### src/rtl/spad_types_pkg.sv
// rtl/spad_types_pkg.sv - shared sizes, mask types and tile request for the scratchpad tile sequencer
// Purpose: single home for the scratchpad geometry and the derived widths/types
//          used by the sequencer, its interface and the skew generator.
// Ports:   none (package).
package spad_types_pkg;

  // Scratchpad geometry. NUM_COLS, NUM_ROWS and MAX_TILE_SIZE must be powers
  // of 2 and MAX_TILE_SIZE <= NUM_COLS; the mask types below are sized from these.
  localparam int NUM_SCPADS    = 2;
  localparam int NUM_COLS      = 32;
  localparam int NUM_ROWS      = 2048;
  localparam int MAX_TILE_SIZE = 32;

  localparam int SCPAD_ID_WIDTH = (NUM_SCPADS > 1) ? $clog2(NUM_SCPADS) : 1;
  localparam int MAX_DIM_WIDTH  = $clog2(MAX_TILE_SIZE);
  localparam int ROW_IDX_WIDTH  = $clog2(NUM_ROWS);
  localparam int COL_IDX_WIDTH  = $clog2(NUM_COLS);

  // One entry per bank lane.
  typedef logic [NUM_COLS-1:0][ROW_IDX_WIDTH-1:0] slot_mask_t;
  typedef logic [NUM_COLS-1:0][COL_IDX_WIDTH-1:0] shift_mask_t;
  typedef logic [NUM_COLS-1:0]                    enable_mask_t;

  typedef struct packed {
    logic [SCPAD_ID_WIDTH-1:0] scpad_id;
    logic [ROW_IDX_WIDTH-1:0]  base_row;
    logic [MAX_DIM_WIDTH-1:0]  rows_m1;
    logic [MAX_DIM_WIDTH-1:0]  cols_m1;
    logic                      transpose;
  } tile_req_t;

  typedef enum logic {
    ST_IDLE = 1'b0,
    ST_RUN  = 1'b1
  } seq_state_t;

endpackage

### src/rtl/scpad_tile_seq_if.sv
// rtl/scpad_tile_seq_if.sv - request/beat bundle between a tile requester and the sequencer
// Purpose: groups flush, the tile-request handshake and the per-beat handshake.
// Ports:   master = requester/consumer side, slave = sequencer side.
//          flush, req_valid/req_ready, req_scpad_id, req_base_row, req_rows_m1,
//          req_cols_m1, req_transpose, beat_valid/beat_ready, beat_scpad_id,
//          beat_slot_mask, beat_shift_mask, beat_enable_mask, beat_idx,
//          beat_last, busy.
interface scpad_tile_seq_if;
  import spad_types_pkg::*;

  logic                      flush;
  logic                      req_valid;
  logic                      req_ready;
  logic [SCPAD_ID_WIDTH-1:0] req_scpad_id;
  logic [ROW_IDX_WIDTH-1:0]  req_base_row;
  logic [MAX_DIM_WIDTH-1:0]  req_rows_m1;
  logic [MAX_DIM_WIDTH-1:0]  req_cols_m1;
  logic                      req_transpose;

  logic                      beat_valid;
  logic                      beat_ready;
  logic [SCPAD_ID_WIDTH-1:0] beat_scpad_id;
  slot_mask_t                beat_slot_mask;
  shift_mask_t               beat_shift_mask;
  enable_mask_t              beat_enable_mask;
  logic [MAX_DIM_WIDTH-1:0]  beat_idx;
  logic                      beat_last;
  logic                      busy;

  modport master (
    output flush, req_valid, req_scpad_id, req_base_row, req_rows_m1,
           req_cols_m1, req_transpose, beat_ready,
    input  req_ready, beat_valid, beat_scpad_id, beat_slot_mask,
           beat_shift_mask, beat_enable_mask, beat_idx, beat_last, busy
  );

  modport slave (
    input  flush, req_valid, req_scpad_id, req_base_row, req_rows_m1,
           req_cols_m1, req_transpose, beat_ready,
    output req_ready, beat_valid, beat_scpad_id, beat_slot_mask,
           beat_shift_mask, beat_enable_mask, beat_idx, beat_last, busy
  );

endinterface

### src/rtl/scpad_skew_gen.sv
// rtl/scpad_skew_gen.sv - combinational per-lane slot/shift/enable generator for skewed tiles
// Purpose: element (r,c) lives in bank (c+r) mod NUM_COLS, slot (base+r) mod NUM_ROWS.
//          Row mode walks r = beat_idx with lane k = column; transpose mode walks
//          c = beat_idx with lane k = row.
// Ports:   base, beat_idx, transpose, rows_m1, cols_m1 in; slot_mask,
//          shift_mask, enable_mask out. Disabled lanes output zero.
module scpad_skew_gen
  import spad_types_pkg::*;
(
  input  logic [ROW_IDX_WIDTH-1:0] base,
  input  logic [MAX_DIM_WIDTH-1:0] beat_idx,
  input  logic                     transpose,
  input  logic [MAX_DIM_WIDTH-1:0] rows_m1,
  input  logic [MAX_DIM_WIDTH-1:0] cols_m1,
  output slot_mask_t               slot_mask,
  output shift_mask_t              shift_mask,
  output enable_mask_t             enable_mask
);

  // Wrap-around of slot and shift comes for free from truncating sums to the
  // index widths.
  always_comb begin
    slot_mask   = '0;
    shift_mask  = '0;
    enable_mask = '0;
    for (int k = 0; k < NUM_COLS; k++) begin
      if (!transpose) begin
        if (k <= int'(cols_m1)) begin
          slot_mask[k]   = base + ROW_IDX_WIDTH'(beat_idx);
          shift_mask[k]  = COL_IDX_WIDTH'(k) + COL_IDX_WIDTH'(beat_idx);
          enable_mask[k] = 1'b1;
        end
      end else if (k <= int'(rows_m1)) begin
        slot_mask[k]   = base + ROW_IDX_WIDTH'(k);
        shift_mask[k]  = COL_IDX_WIDTH'(beat_idx) + COL_IDX_WIDTH'(k);
        enable_mask[k] = 1'b1;
      end
    end
  end

endmodule

### src/rtl/scpad_tile_seq.sv
// rtl/scpad_tile_seq.sv - tile sequencer issuing one skewed bank-access beat per row or column
// Purpose: accepts a tile request, then emits rows_m1+1 (row mode) or cols_m1+1
//          (transpose mode) beats of slot/shift/enable masks; flush aborts the tile.
// Ports:   CLK, RST (sync, active-high); bus (slave modport of scpad_tile_seq_if).
module scpad_tile_seq
  import spad_types_pkg::*;
(
  input logic              CLK,
  input logic              RST,
  scpad_tile_seq_if.slave  bus
);

  seq_state_t               state_q, state_d;
  tile_req_t                tile_q;
  logic [MAX_DIM_WIDTH-1:0] idx_q;
  logic [MAX_DIM_WIDTH-1:0] last_idx;
  logic                     run;
  logic                     accept;
  logic                     fire;
  slot_mask_t               slot_m;
  shift_mask_t              shift_m;
  enable_mask_t             enable_m;

  assign last_idx = tile_q.transpose ? tile_q.cols_m1 : tile_q.rows_m1;

  always_comb begin
    state_d = state_q;
    run     = 1'b0;
    accept  = 1'b0;
    fire    = 1'b0;
    case (state_q)
      ST_IDLE: begin
        if (bus.req_valid) begin
          accept  = 1'b1;
          state_d = ST_RUN;
        end
      end
      ST_RUN: begin
        run = 1'b1;
        if (bus.beat_ready) begin
          fire = 1'b1;
          if (idx_q == last_idx) state_d = ST_IDLE;
        end
      end
      default: state_d = ST_IDLE;
    endcase
    // Flush overrides both handshakes in the same cycle.
    if (bus.flush) begin
      state_d = ST_IDLE;
      accept  = 1'b0;
      fire    = 1'b0;
    end
  end

  always_ff @(posedge CLK) begin
    if (RST) begin
      state_q <= ST_IDLE;
      tile_q  <= '0;
      idx_q   <= '0;
    end else begin
      state_q <= state_d;
      if (accept) begin
        tile_q <= '{scpad_id:  bus.req_scpad_id,
                    base_row:  bus.req_base_row,
                    rows_m1:   bus.req_rows_m1,
                    cols_m1:   bus.req_cols_m1,
                    transpose: bus.req_transpose};
        idx_q  <= '0;
      end else if (bus.flush) begin
        idx_q <= '0;
      end else if (fire && (idx_q != last_idx)) begin
        idx_q <= idx_q + MAX_DIM_WIDTH'(1);
      end
    end
  end

  scpad_skew_gen u_skew (
    .base        (tile_q.base_row),
    .beat_idx    (idx_q),
    .transpose   (tile_q.transpose),
    .rows_m1     (tile_q.rows_m1),
    .cols_m1     (tile_q.cols_m1),
    .slot_mask   (slot_m),
    .shift_mask  (shift_m),
    .enable_mask (enable_m)
  );

  // Beat outputs are pure functions of registered state, so they stay stable
  // under backpressure, and are zeroed outside RUN.
  assign bus.req_ready        = !run;
  assign bus.beat_valid       = run;
  assign bus.busy             = run;
  assign bus.beat_idx         = run ? idx_q : '0;
  assign bus.beat_last        = run && (idx_q == last_idx);
  assign bus.beat_scpad_id    = run ? tile_q.scpad_id : '0;
  assign bus.beat_slot_mask   = run ? slot_m : '0;
  assign bus.beat_shift_mask  = run ? shift_m : '0;
  assign bus.beat_enable_mask = run ? enable_m : '0;

endmodule

### src/flat_wrapper.sv
// flat-port wrapper written by rule: the top's interface ports become plain ports
module scpad_tile_seq_flat import spad_types_pkg::*;
  (CLK, RST, bus_flush, bus_req_valid, bus_req_scpad_id, bus_req_base_row, bus_req_rows_m1, bus_req_cols_m1, bus_req_transpose, bus_beat_ready, bus_req_ready, bus_beat_valid, bus_beat_scpad_id, bus_beat_slot_mask, bus_beat_shift_mask, bus_beat_enable_mask, bus_beat_idx, bus_beat_last, bus_busy);
  scpad_tile_seq_if bus_i ();
  input logic CLK;
  input logic RST;
  input wire logic [$bits(bus_i.flush)-1:0] bus_flush;
  input wire logic [$bits(bus_i.req_valid)-1:0] bus_req_valid;
  input wire logic [$bits(bus_i.req_scpad_id)-1:0] bus_req_scpad_id;
  input wire logic [$bits(bus_i.req_base_row)-1:0] bus_req_base_row;
  input wire logic [$bits(bus_i.req_rows_m1)-1:0] bus_req_rows_m1;
  input wire logic [$bits(bus_i.req_cols_m1)-1:0] bus_req_cols_m1;
  input wire logic [$bits(bus_i.req_transpose)-1:0] bus_req_transpose;
  input wire logic [$bits(bus_i.beat_ready)-1:0] bus_beat_ready;
  output wire logic [$bits(bus_i.req_ready)-1:0] bus_req_ready;
  output wire logic [$bits(bus_i.beat_valid)-1:0] bus_beat_valid;
  output wire logic [$bits(bus_i.beat_scpad_id)-1:0] bus_beat_scpad_id;
  output wire logic [$bits(bus_i.beat_slot_mask)-1:0] bus_beat_slot_mask;
  output wire logic [$bits(bus_i.beat_shift_mask)-1:0] bus_beat_shift_mask;
  output wire logic [$bits(bus_i.beat_enable_mask)-1:0] bus_beat_enable_mask;
  output wire logic [$bits(bus_i.beat_idx)-1:0] bus_beat_idx;
  output wire logic [$bits(bus_i.beat_last)-1:0] bus_beat_last;
  output wire logic [$bits(bus_i.busy)-1:0] bus_busy;
  assign bus_i.flush = bus_flush;
  assign bus_i.req_valid = bus_req_valid;
  assign bus_i.req_scpad_id = bus_req_scpad_id;
  assign bus_i.req_base_row = bus_req_base_row;
  assign bus_i.req_rows_m1 = bus_req_rows_m1;
  assign bus_i.req_cols_m1 = bus_req_cols_m1;
  assign bus_i.req_transpose = bus_req_transpose;
  assign bus_i.beat_ready = bus_beat_ready;
  assign bus_req_ready = bus_i.req_ready;
  assign bus_beat_valid = bus_i.beat_valid;
  assign bus_beat_scpad_id = bus_i.beat_scpad_id;
  assign bus_beat_slot_mask = bus_i.beat_slot_mask;
  assign bus_beat_shift_mask = bus_i.beat_shift_mask;
  assign bus_beat_enable_mask = bus_i.beat_enable_mask;
  assign bus_beat_idx = bus_i.beat_idx;
  assign bus_beat_last = bus_i.beat_last;
  assign bus_busy = bus_i.busy;
  scpad_tile_seq u_core (.CLK(CLK), .RST(RST), .bus(bus_i));
endmodule
### config.mk
export PLATFORM = sky130hd
export DESIGN_NAME = scpad_tile_seq_flat
export DESIGN_NICKNAME = d
export VERILOG_FILES = /design/src/rtl/spad_types_pkg.sv /design/src/rtl/scpad_tile_seq_if.sv /design/src/rtl/scpad_skew_gen.sv /design/src/rtl/scpad_tile_seq.sv /design/src/flat_wrapper.sv
export SDC_FILE = /design/constraint.sdc
export NUM_CORES = 1
export LEC_CHECK = 0
export BUFFER_PORTS_ARGS = -buffer_cell sky130_fd_sc_hd__buf_2
export CELL_PAD_IN_SITES_DETAIL_PLACEMENT = 0
export CELL_PAD_IN_SITES_GLOBAL_PLACEMENT = 2
export CORE_ASPECT_RATIO = 0.6
export CORE_MARGIN = 2
export CORE_UTILIZATION = 27
export CTS_CLUSTER_DIAMETER = 120
export DETAILED_ROUTE_END_ITERATION = 6
export GPL_TIMING_DRIVEN = 0
export PLACE_DENSITY = 0.95
export SLEW_MARGIN = 15
export SYNTH_ARGS = -nofsm -noshare
export SYNTH_HDL_FRONTEND = slang
export SYNTH_HIERARCHICAL = 1
export SYNTH_SLANG_ARGS = --single-unit
export TNS_END_PERCENT = 5
### constraint.sdc
create_clock -name CLK -period 7.26 [get_ports CLK]
set_input_delay 1.089 -clock CLK [delete_from_list [all_inputs] [get_ports CLK]]
set_output_delay 1.089 -clock CLK [all_outputs]
set_load 0.01 [all_outputs]
==> run summary <==
The worst endpoint data arrival time came out at about 6400 ps. After clock tree synthesis, the clock-pin slew on the worst setup and hold paths is about 50 ps. The share of async-settable or async-resettable flops after synthesis is 0. The filler cell count in the final layout is about 6.2k. The detail-routed net length per standard cell came out at 31.1 um.

The run finished, with violations left. The synthesized design spends more area on one cell type than any other, namely and2_1. The routed design could run at a clock period as short as 7500 ps.

Of the cells placed in the final design, the portion with a size suffix greater than 1 is 0.243. The met2 usage is 0.541. The pre-antenna-repair detailed-routing pass consisted of 6 iterations. The final non-filler cell total is ~3.6k. The final hold violation count is 0.

The root buffer cell chosen for the clock tree is clkbuf_16. The hold-fix buffer count after cts came out at 0. The Yosys step of the flow raised 6 warnings. The post-route DRC violation count is 0. The cell row count is 65.

The detailed router finished its first iteration with 3,365 violations. The reported leakage power came out at ~8.5 nW. The overall die width is around 300 um.

The portion of synthesized cell area occupied by the leading cell type came out at 0.260. The relative slew slack came out at 0.0783. Counting tap cells, the placed design contains a total of roughly 3.6k instances. In this run the standard cell core region covers roughly 53,000 um2. The number of enable-type register cells in the synthesized netlist is 0. The final clock skew came out at 4.62 ps.

The worst ir drop on vdd is 0.000110 V. The number of nets with antenna violations after detailed routing is 0. The total clock buffers created by CTS came out at 5.

The met3 layer usage reported by global route is 0.146. The post-route fraction of the period consumed by the critical path came out at 1.03. The most used flip-flop cell after synthesis is dfxtp_1. The number of global-route vias before repair came out at a little under 20k.

The count of pins on the block boundary is around 580. The total of endpoints with negative setup slack in the final report came out at 9. The total nets after synthesis is around 2.4k. Of all nets on the critical path, the largest fanout is 10. For this design the ratio of total power to cell area is roughly 56 nW/um2.

The clock passes through at most 2 buffers. CTS saw 29 sinks. By instance count, the leading cell after synthesis is and2_1. The share of the Yosys chip area taken by registers is 0.0404. The endpoint class of the critical path is an output port. The post-synthesis instance total came out at 2,345.

The HPWL after detailed placement is between 90 and 100 mm. The highest clock rate is ~130 MHz. The multi-input combinational cells in the finished layout cover a total of between 10,000 and 15,000 um2. The clock reaches the later pin of the worst-skew pair after roughly 270 ps. The tightest min-delay check is of the reg -> reg type.

In the global route stage, overall resource usage came out at 0.391. The post-layout worst setup margin is -235 ps. The number of cells on the worst reg-to-reg path is 6. The slew at the pin closest to its max-slew limit is ~1400 ps. The count of input and output buffers came out at 581. By area the synthesized netlist is led by and2_1, o22ai_1, xnor2_1. By startpoint and endpoint, the worst setup path is classified as reg -> out.

The final reports fail on negative setup slack. TritonCTS built the clock tree. At the end of routability-driven placement, the weighted congestion stood at around 1.1. The final layout net count came out at approximately 3k.

The die outline area came out at 55,100 um2. The register area is between 500 and 600 um2. The number of H-tree levels is 2. For the worst setup path, the data required time is roughly 6200 ps. From synthesis to final layout, the design area changed by 27.9%. met1 is the most crowded layer. The worst setup path is launched from a flip-flop. The max capacitance violation total came out at 0. The final layout contains routed wiring with a total length of roughly 110 mm.

Entering global routing, the biggest net connects 15 pins. The met1 usage is 0.560. In this run the vertical extent of the chip is between 150 and 200 um.

The number of antenna violations at the first check in global routing came out at 5. The overall power of the completed layout is about 1.0 mW. The flip-flop and latch count after synthesis came out at 29.

The worst hold path passes through 2 cells. The post-synthesis instance area is roughly 14,000 um2. The wire length of the first global-routing pass came out at ~150 mm. For this block, the via count after detailed routing is roughly 21k. The distinct cell type count after synthesis came out at between 70 and 80.

Each instance of the synthesized netlist takes up on average around 6 um2. Setup repair after global routing left no endpoint under its margin. The number of pins with negative max-slew slack in the final report is 0. The initial standard-cell utilization of the core is 0.273. In the synthesized netlist, the cells that appear most often are and2_1, o22ai_1, nor2_1, clkbuf_1, xnor2_1. The worst hold slack is between 400 and 500 ps. Using the TritonRoute via totals, the vias-per-cell ratio works out to ~5.8. Global routing finished with a remaining overflow of 0.
## stage by stage
step / cell area [um2] / TNS [ps] / setup WS, ps / utilization
floorplan: 14400 / 0 / 3230 / -
global placement: 18100 / -114 / -65.9 / 0.345
detailed placement: 18200 / 0 / 15.0 / 0.346
CTS: 18300 / 0 / 133 / 0.349
global route: 18400 / 0 / 19.8 / 0.350
finish: 18400 / -833 / -235 / 0.350
## power by group
part | total, mW | internal [mW] | switching (mW)
clock network | 0.237 | 0.171 | 0.0665
logic | 0.618 | 0.158 | 0.460
registers | 0.182 | 0.166 | 0.0157
## logic make-up after synthesis
logic type / share of synthesized area
xor+xnor: 0.137
fa+ha+maj: 0.0336
flops: 0.0404
simple gates: 0.416
buf+inv: 0.0957
other cells: 0.000261
compound gates: 0.268
mux: 0.00906
## metal layers
metal	routed length (um)	up-vias
li1	-	9081
met4	2880	2
met3	16700	168
met5	13	-
met1	49200	10200
met2	44400	1573
## cells in the final DEF (no fill, tap or decap), types with 11 or more instances in the layout
cell / Yosys / layout
and2_1: 596 / 596
nand2_1: 174 / 174
ha_1: 37 / 37
a21o_1: 14 / 14
mux2i_1: 13 / 13
buf_4: 16 / 16
dfxtp_1: 29 / 29
a21oi_1: 127 / 127
o221ai_1: 20 / 20
buf_1: 13 / 13
a31oi_1: 11 / 11
xor2_1: 48 / 48
clkbuf_1: 182 / 180
inv_1: 42 / 42
o32ai_1: 13 / 13
xnor2_1: 177 / 176
nor2_1: 233 / 233
nand2b_1: 17 / 17
o21ai_0: 54 / 54
buf_2: 48 / 629
o21a_1: 26 / 26
o22ai_1: 283 / 283
nand3_1: 22 / 22
or2_2: 14 / 14
## layout make-up
class	instances	area share
Buffer	268	0.0647
Clock buffer	7	0.00776
Inverter	53	0.0110
Tap cell	703	0.0479
Multi-Input combinational cell	1995	0.676
Clock inverter	1	0.00163
Sequential cell	29	0.0316
Antenna cell	3	0.000409
Timing Repair Buffer	582	0.159
## worst paths after layout
path	start	to	slack, ps
setup reg to reg	u_core/tile_q[0]$_SDFFE_PP0P_	u_core/idx_q[2]$_SDFFE_PP0P_	5100
hold / removal	u_core/tile_q[18]$_SDFFE_PP0P_	u_core/tile_q[18]$_SDFFE_PP0P_	460
hold reg to reg	u_core/tile_q[18]$_SDFFE_PP0P_	u_core/tile_q[18]$_SDFFE_PP0P_	460
setup / recovery	u_core/tile_q[12]$_SDFFE_PP0P_	bus_beat_slot_mask[101]	-240
## flip-flops by register name, indices dropped and copies added (netlist names)
name	count
u_core/state_q	1
u_core/idx_q	5
u_core/tile_q	23
## worst max-delay path, cell delays in order (launching register included)
cell and delay, ps:
dfxtp_1 530, clkbuf_1 450, clkdlybuf4s15_1 820, inv_1 620, fa_1 640, xor2_1 770
clkbuf_2 670, or2_2 250, clkbuf_1 600, o22ai_1 310, and2_1 280, buf_2 130
## what timing repair did
item | in CTS | in global routing
setup endpoints to repair | 10 | 18
pin swaps | 0 | 0
resized for setup | 1 | 5
setup buffers | 0 | 0
Note: power is estimated with default switching activity, not from simulation.
